**src/rtl/if2de_ibuf_pkg.sv**
```systemverilog
// rtl/if2de_ibuf_pkg.sv - shared HiCore sizes used by the fetch-to-decode buffer
package if2de_ibuf_pkg;

   localparam int HiCore_IF2DE_SIZE = 32;
   localparam int HiCore_ADDR_SIZE  = 32;

endpackage

```
**src/rtl/if2de_ibuf_mem.sv**
```systemverilog
// rtl/if2de_ibuf_mem.sv - packet storage array, one write port, one async read port, no reset
module if2de_ibuf_mem #(
   parameter int DEPTH = 2,
   parameter int IW    = 32
) (
   input  logic                     clk_i,
   input  logic                     we_i,
   input  logic [$clog2(DEPTH)-1:0] waddr_i,
   input  logic [IW-1:0]            wdata_i,
   input  logic [$clog2(DEPTH)-1:0] raddr_i,
   output logic [IW-1:0]            rdata_o
);

   logic [IW-1:0] mem_q [DEPTH];

   always_ff @(posedge clk_i) begin
      if (we_i) begin
         mem_q[waddr_i] <= wdata_i;
      end
   end

   assign rdata_o = mem_q[raddr_i];

endmodule

```
**src/rtl/if2de_ibuf.sv**
```systemverilog
// rtl/if2de_ibuf.sv - fetch-to-decode circular packet buffer with commit-redirect kill
// Optional combinational empty-bypass enabled by HICORE_IF2DE_BYPASS_EN.
module if2de_ibuf
   import if2de_ibuf_pkg::*;
#(
   parameter int DEPTH = 2,
   parameter int IW    = HiCore_IF2DE_SIZE
) (
   input  logic                     clk,
   input  logic                     rst_n,
   input  logic                     i_if2de_valid,
   output logic                     i_if2de_ready,
   input  logic [IW-1:0]            i_if2de_info,
   input  logic                     i_if2de_cancel,
   output logic                     o_de_valid,
   input  logic                     o_de_ready,
   output logic [IW-1:0]            o_de_info,
   input  logic                     branch,
   input  logic                     flush,
   output logic [$clog2(DEPTH):0]   o_count
);

   localparam int AW = $clog2(DEPTH);
   localparam logic [AW:0]   CNT_FULL = (AW+1)'(DEPTH);
   localparam logic [AW:0]   CNT_ONE  = (AW+1)'(1);
   localparam logic [AW-1:0] PTR_ONE  = AW'(1);

   logic [AW-1:0] wptr_q, wptr_d;
   logic [AW-1:0] rptr_q, rptr_d;
   logic [AW:0]   count_q, count_d;
   logic          kill;
   logic          buf_valid;
   logic          push;
   logic          pop;
   logic [IW-1:0] rd_data;

   assign kill          = flush | branch;
   assign i_if2de_ready = (count_q != CNT_FULL) && !kill;
   assign buf_valid     = (count_q != '0) && !kill;
   assign pop           = buf_valid && o_de_ready;
   assign o_count       = count_q;

`ifdef HICORE_IF2DE_BYPASS_EN
   logic byp;

   // An empty buffer hands the offered packet straight to decode; it is only stored if decode stalls.
   assign byp        = (count_q == '0) && i_if2de_valid && !i_if2de_cancel && !kill;
   assign o_de_valid = buf_valid || byp;
   assign o_de_info  = byp ? i_if2de_info : rd_data;
   assign push       = i_if2de_valid && i_if2de_ready && !i_if2de_cancel && !(byp && o_de_ready);
`else
   assign o_de_valid = buf_valid;
   assign o_de_info  = rd_data;
   assign push       = i_if2de_valid && i_if2de_ready && !i_if2de_cancel;
`endif

   always_comb begin
      wptr_d  = wptr_q;
      rptr_d  = rptr_q;
      count_d = count_q;
      if (kill) begin
         wptr_d  = '0;
         rptr_d  = '0;
         count_d = '0;
      end else begin
         if (push) wptr_d = wptr_q + PTR_ONE;
         if (pop)  rptr_d = rptr_q + PTR_ONE;
         case ({push, pop})
            2'b10:   count_d = count_q + CNT_ONE;
            2'b01:   count_d = count_q - CNT_ONE;
            default: count_d = count_q;
         endcase
      end
   end

   always_ff @(posedge clk or negedge rst_n) begin
      if (!rst_n) begin
         wptr_q  <= '0;
         rptr_q  <= '0;
         count_q <= '0;
      end else begin
         wptr_q  <= wptr_d;
         rptr_q  <= rptr_d;
         count_q <= count_d;
      end
   end

   if2de_ibuf_mem #(
      .DEPTH (DEPTH),
      .IW    (IW)
   ) u_mem (
      .clk_i   (clk),
      .we_i    (push),
      .waddr_i (wptr_q),
      .wdata_i (i_if2de_info),
      .raddr_i (rptr_q),
      .rdata_o (rd_data)
   );

endmodule

```
**config.mk**
```make
export PLATFORM = sky130hd
export DESIGN_NAME = if2de_ibuf
export DESIGN_NICKNAME = d
export VERILOG_FILES = /design/src/rtl/if2de_ibuf_pkg.sv /design/src/rtl/if2de_ibuf_mem.sv /design/src/rtl/if2de_ibuf.sv
export SDC_FILE = /design/constraint.sdc
export NUM_CORES = 1
export LEC_CHECK = 0
export CORE_MARGIN = 2
export CORE_UTILIZATION = 50
export CTS_BUF_LIST = sky130_fd_sc_hd__clkbuf_8
export DETAILED_ROUTE_END_ITERATION = 8
export PLACE_DENSITY = 0.88
export SYNTH_ARGS = -nofsm -noshare
export SYNTH_HDL_FRONTEND = slang
export SYNTH_SLANG_ARGS = --single-unit
```
**constraint.sdc**
```tcl
create_clock -name clk -period 5.63 [get_ports clk]
set_input_delay 1.126 -clock clk [delete_from_list [all_inputs] [get_ports clk]]
set_output_delay 1.126 -clock clk [all_outputs]
set_load 0.005 [all_outputs]
```
# Yosys cells after proc, flatten, opt, wreduce, memory -nomap -nowiden
# Memory sizes are Yosys's and may differ from the RTL's.
# Index checks and enable logic that the tools add are counted.
[word_totals] register_bits=4 ram_bits=64 inputBits=39 out_inout_bits=36 memories=1
[mem_list] name="u_mem.mem_q" depth=2 width=32 read_ports=1 rd_clocked_by_memory_dff=0 wr=1 line="if2de_ibuf_mem.sv:14" text="logic [IW-1:0] mem_q [DEPTH];"
[classes] n_addsub=4 n_eq_ne=3 n_mux=8 n_bitwise=1 n_reduce_logical=11
[ops] cell="1-bit two-way mux" count=6
[ops] cell="2-bit nonzero test" count=3
[ops] cell="1-bit logical AND" count=5
[ops] cell="2-bit one-hot mux with 2 select lines" count=1
[ops] cell="3-bit nonzero test" count=1
[ops] cell="1-bit adder, second input constant" count=2
[ops] cell="2-bit by 1-bit adder with 2-bit output, second input constant" count=1
[ops] cell="2-bit by 1-bit equality test with 1-bit output, second input constant" count=1
[ops] cell="2-bit equality test, second input constant" count=1
[ops] cell="1-bit logical NOT" count=2
[ops] cell="2-bit two-way mux" count=1
[ops] cell="2-bit inequality test, second input constant" count=1
[ops] cell="2-bit by 1-bit subtractor with 2-bit output, second input constant" count=1
[ops] cell="1-bit OR" count=1

# Longest topological paths before layout
[logic_depth] ltp_word=8 mapped_depth=4 depth_no_buf=3

# Hierarchy
# From an unflattened synthesis, not the netlist that was laid out.
[hier_totals] cells_unflattened=129 hier_area_um2=2722.6
[modules_own_cells] module="if2de_ibuf_mem" instances=1 cells_per_inst=102 area_each_um2=2478.6
[modules_own_cells] module="if2de_ibuf" instances=1 cells_per_inst=27 area_each_um2=244.0

# Least setup slack after synthesis
# No wires, ideal clock.
[synth_timing] path_type="input to register" startpoint="input port branch" endpoint="memory u_mem.mem_q[0][0] (enable)" setup_ns=0.407 arrival_ns=2.653 t_required_ns=5.223 path_slack_ns=2.570 path_stages=3 n_path_buf=1 cell_sequence="or2_0 -> buf_6 -> nor4_4"
[synth_via] elab_chain_len=7
[synth_lines] item="start: declaration" line="if2de_ibuf.sv:18" text="input logic branch,"
[synth_lines] item="1-bit OR" line="if2de_ibuf.sv:37" text="assign kill = flush | branch;"
[synth_lines] item="1-bit logical NOT" line="if2de_ibuf.sv:38" text="assign i_if2de_ready = (count_q != CNT_FULL) && !kill;"
[synth_lines] item="1-bit logical AND" line="if2de_ibuf.sv:38"
[synth_lines] item="1-bit logical AND (2 in series)" line="if2de_ibuf.sv:54" text="assign push = i_if2de_valid && i_if2de_ready && !i_if2de_cancel;"
[synth_lines] item="1-bit two-way mux" line="if2de_ibuf_mem.sv:17" text="if (we_i) begin"
[synth_lines] item="1-bit two-way mux (not written as such)" line="if2de_ibuf_mem.sv:18" text="mem_q[waddr_i] <= wdata_i;"
[synth_lines] item="end: declaration" line="if2de_ibuf_mem.sv:14"
# No other way between the ends.

# Worst setup path after layout
[layout_timing] startpoint="input port branch" endpoint="output port i_if2de_ready"
[layout_via] elab_chain_len=3
[layout_lines] item="1-bit OR" line="if2de_ibuf.sv:37"
[layout_lines] item="1-bit logical NOT" line="if2de_ibuf.sv:38"
[layout_lines] item="1-bit logical AND" line="if2de_ibuf.sv:38"
[layout_lines] item="end: declaration" line="if2de_ibuf.sv:12" text="output logic i_if2de_ready,"
# No other way between the ends.

==> impl_metrics.csv <==
group,metric,value,unit
placement,detailed_place_hpwl,3060,um
die,row_count,26,
setup_path,critical_path_class,"input port to primary output",
setup_path,critPathCaptureType,"primary output",
die,design.core.area,5042,um2
global_routing,vias_in_the_first_global_route,1392,
setup_path,worstSetupStartpointType,"input port",
placement,dp_cells,270,
power,ir_worst_vdd,180.8,uV
cts,cts-buffers-inserted,9,
routing,via_to_cell_ratio,4.930,
cts,cts-htree-levels,3,
routing,detail_route.drc_violations,0,
sta,min_period_over_period,66.15,%
setup_path,arrival_time_at_the_worst_endpoint,2.60,ns
sta,final_hold_slack,0.6286,ns
die,number_of_top_level_design_ports,75,
global_routing,grt-ovfl-total,0,
global_routing,grt_start_max_net_pins,34,
yosys,synthesis.instances,128,
setup_path,buf_inv_on_cp,2,
setup_path,path_delay_family,"buffers and inverters",
sta,fmax,268.5,MHz
cts,clkSlewWorstSetupHoldPaths,0.06,ns
global_routing,global_route.usage.total,16.74,%
yosys,ys_top_cells_by_area,"edfxtp_1, mux2_2, dfrtp_1",
power,p_leak,1.213,nW
setup_path,cp_slowest_stage_delay,0.53,ns
final_layout,drive_gt1_share,22.69,%
routing,route.detailed.wl_per_inst,16.22,um
final_layout,most-common-layout-cells,"clkdlybuf4s50_1, edfxtp_1, mux2_2",
sta,totalNegativeSetupSlack,0,ns
die,floorplan.initialDensity,50.94,%
sta,setup_violations,0,
cts,worst_skew_pair.late_latency,0.34,ns
setup_path,critPathRequiredTime,4.50,ns
die,chipHeight,75.68,um
yosys,yosysUniqueCellTypes,22,
cts,post_cts_resize_count,0,
cts,cts_root_buf,"clkbuf_8",
setup_path,worst_path_max_delay_cell,"clkdlybuf4s50_1",
sta,max_slew.worst_pin.slew,0.4458,ns
final_layout,final.fill_count,331,
placement,placement.cell_area,3388,um2
die,chipWidth,75.68,um
final_layout,final_nets,250,
final_layout,final_core_util,71.32,%
sta,worst_slew_margin_rel,70.28,%
final_layout,layout.area.seq,2022,um2
setup_path,crit_path_cell_trace,"clkdlybuf4s50_1 > or2_0 > nor2_1 > clkdlybuf4s50_1",
sta,timing_max_transition_violations_final,0,
cts,cts_tree,"done",
cts,ctsHoldBuffers,0,
run_status,status,"finished, final reports clean",
yosys,synthesis.nets,167,
placement,portBuffers,74,
final_layout,mostFrequentLayoutCell,"clkdlybuf4s50_1",
final_layout,areaGrowthSynthToFinish,39.99,%
routing,first_pass_iteration_count_of_the_detailed_router,4,
worst_hold_path,hold_path.startpoint,"wptr_q",
global_routing,antenna_found_initial,0,
sta,timing.clock.skew,0.007417,ns
power,cellPowerDensity,287.3,nW/um2
setup_path,critical_path_cell_count,4,
yosys,netlist_area,2569,um2
worst_hold_path,whs_path_depth,2,
routing,drt_iter0_drc,37,
final_layout,stdcell_count,286,
setup_path,rr_worst_depth,4,
setup_path,critical_path_peak_fanout,6,
sta,grt_setup_unrepaired,"no",
yosys,postSynthAreaPerCell,20.07,um2
setup_path,reg2reg_setup_slack,3.85,ns
sta,final_period_demand_of_the_worst_path,3.724,ns
cts,post-cts-setup-buffer-count,0,
routing,postRouteWirelength,4639,um
cts,clock_sinks,68,
yosys,leading_area_contributor_after_synthesis,"edfxtp_1",
yosys,ys.warnings.count,0,
routing,vias,1410,
cts,clk_buf_depth,2,
job,timing.max_cap.violations,0,
routing,ant_nets,0,
setup_path,crit_top_cell,"clkdlybuf4s50_1",
yosys,synth.top_cell.area_share,74.82,%
yosys,ys_seq_elements,68,
final_layout,fin_area,3596,um2
global_routing,first_pass_grt_wire_length,6486,um
yosys,synth_seq_area_share,78.71,%
worst_hold_path,hold_path.class,"flip-flop to flip-flop",
final_layout,multi_input_gate_area,515.5,um2
sta,report.final.hold_viol_count,0,
die,fp.dieArea,5727,um2
setup_path,rr_endpoint,"u_mem.mem_q[1][7]",
worst_hold_path,whs_endpoint,"wptr_q",
final_layout,insertedDiodeCount,0,
setup_path,crit-reg2reg-launch,"o_count[0]",
placement,gp_congestion,0.7260,
## flip-flops by register name, summed over array words and instances (netlist names)
name / count
wptr_q: 1
rptr_q: 1
u_mem.mem_q: 64
o_count: 2
## routing by layer
metal / wire length, um / GRT usage, %
met4: 127 / 9.942
met1: 1891 / 18.64
met3: 276 / 7.540
met5: 0 / 0
met2: 2344 / 26.57
## synth_stat cells
cell,n
nor4_4,1
o21bai_1,1
xor2_1,1
nor2b_1,1
nand2_1,1
and2b_1,1
nand2b_1,2
a21oi_1,1
nand3b_1,1
nor4bb_1,1
o211ai_1,2
mux2_2,32
buf_2,4
or2_0,1
and3_1,1
nor2_1,5
dfrtp_1,4
a31oi_1,1
edfxtp_1,64
buf_6,1
a22oi_1,1
o21ai_0,1
## through the flow
| stage | worst slack, ns | power [mW] |
|---|---|---|
| after global routing | 1.819 | 1.070 |
| after detailed placement | 1.895 | 0.6309 |
| after floorplan | 2.570 | 0.5865 |
| after CTS | 1.895 | 1.046 |
| after global placement | 1.944 | 0.6292 |
| final | 1.906 | 1.033 |
## worst register-to-register path, delay by kind of cell (launching register included)
kind          cells  cell delay, ns
buf+inv           1            0.38
simple gates      3            0.58
flops             1            0.44
## area by class of cell
type | instances | area share, %
timing repair buffer | 77 | 21.22
clock buffer | 9 | 3.445
multi-input combinational | 55 | 14.34
tap | 70 | 2.436
clock inverter | 7 | 2.331
sequential | 68 | 56.23
## how the worst max path moves through the flow
stage | from | end | slack (ns)
finish | branch | i_if2de_ready | 1.91
global route | branch | i_if2de_ready | 1.82
CTS | branch | i_if2de_ready | 1.89
detailed placement | branch | i_if2de_ready | 1.89
global placement | branch | i_if2de_ready | 1.94
floorplan | branch | u_mem.mem_q[0][0] | 2.57
## kinds of logic after synthesis
group | after synthesis | share of synthesized area, %
and+or+nand+nor | 15 | 3.897
AOI/OAI and AO/OA | 7 | 1.802
muxes | 32 | 14.03
buffers and inverters | 5 | 1.218
DFF | 68 | 78.71
xor gates and xnor gates | 1 | 0.3410
## power breakdown
part	switching [mW]	internal (mW)	leakage (nW)	total, mW
logic	0.0192	0.0397	0.470	0.0590
clock network	0.170	0.244	0.109	0.413
registers	0.00201	0.559	0.633	0.561
total	0.191	0.842	1.21	1.03
Note: power is estimated with default switching activity, not from simulation.
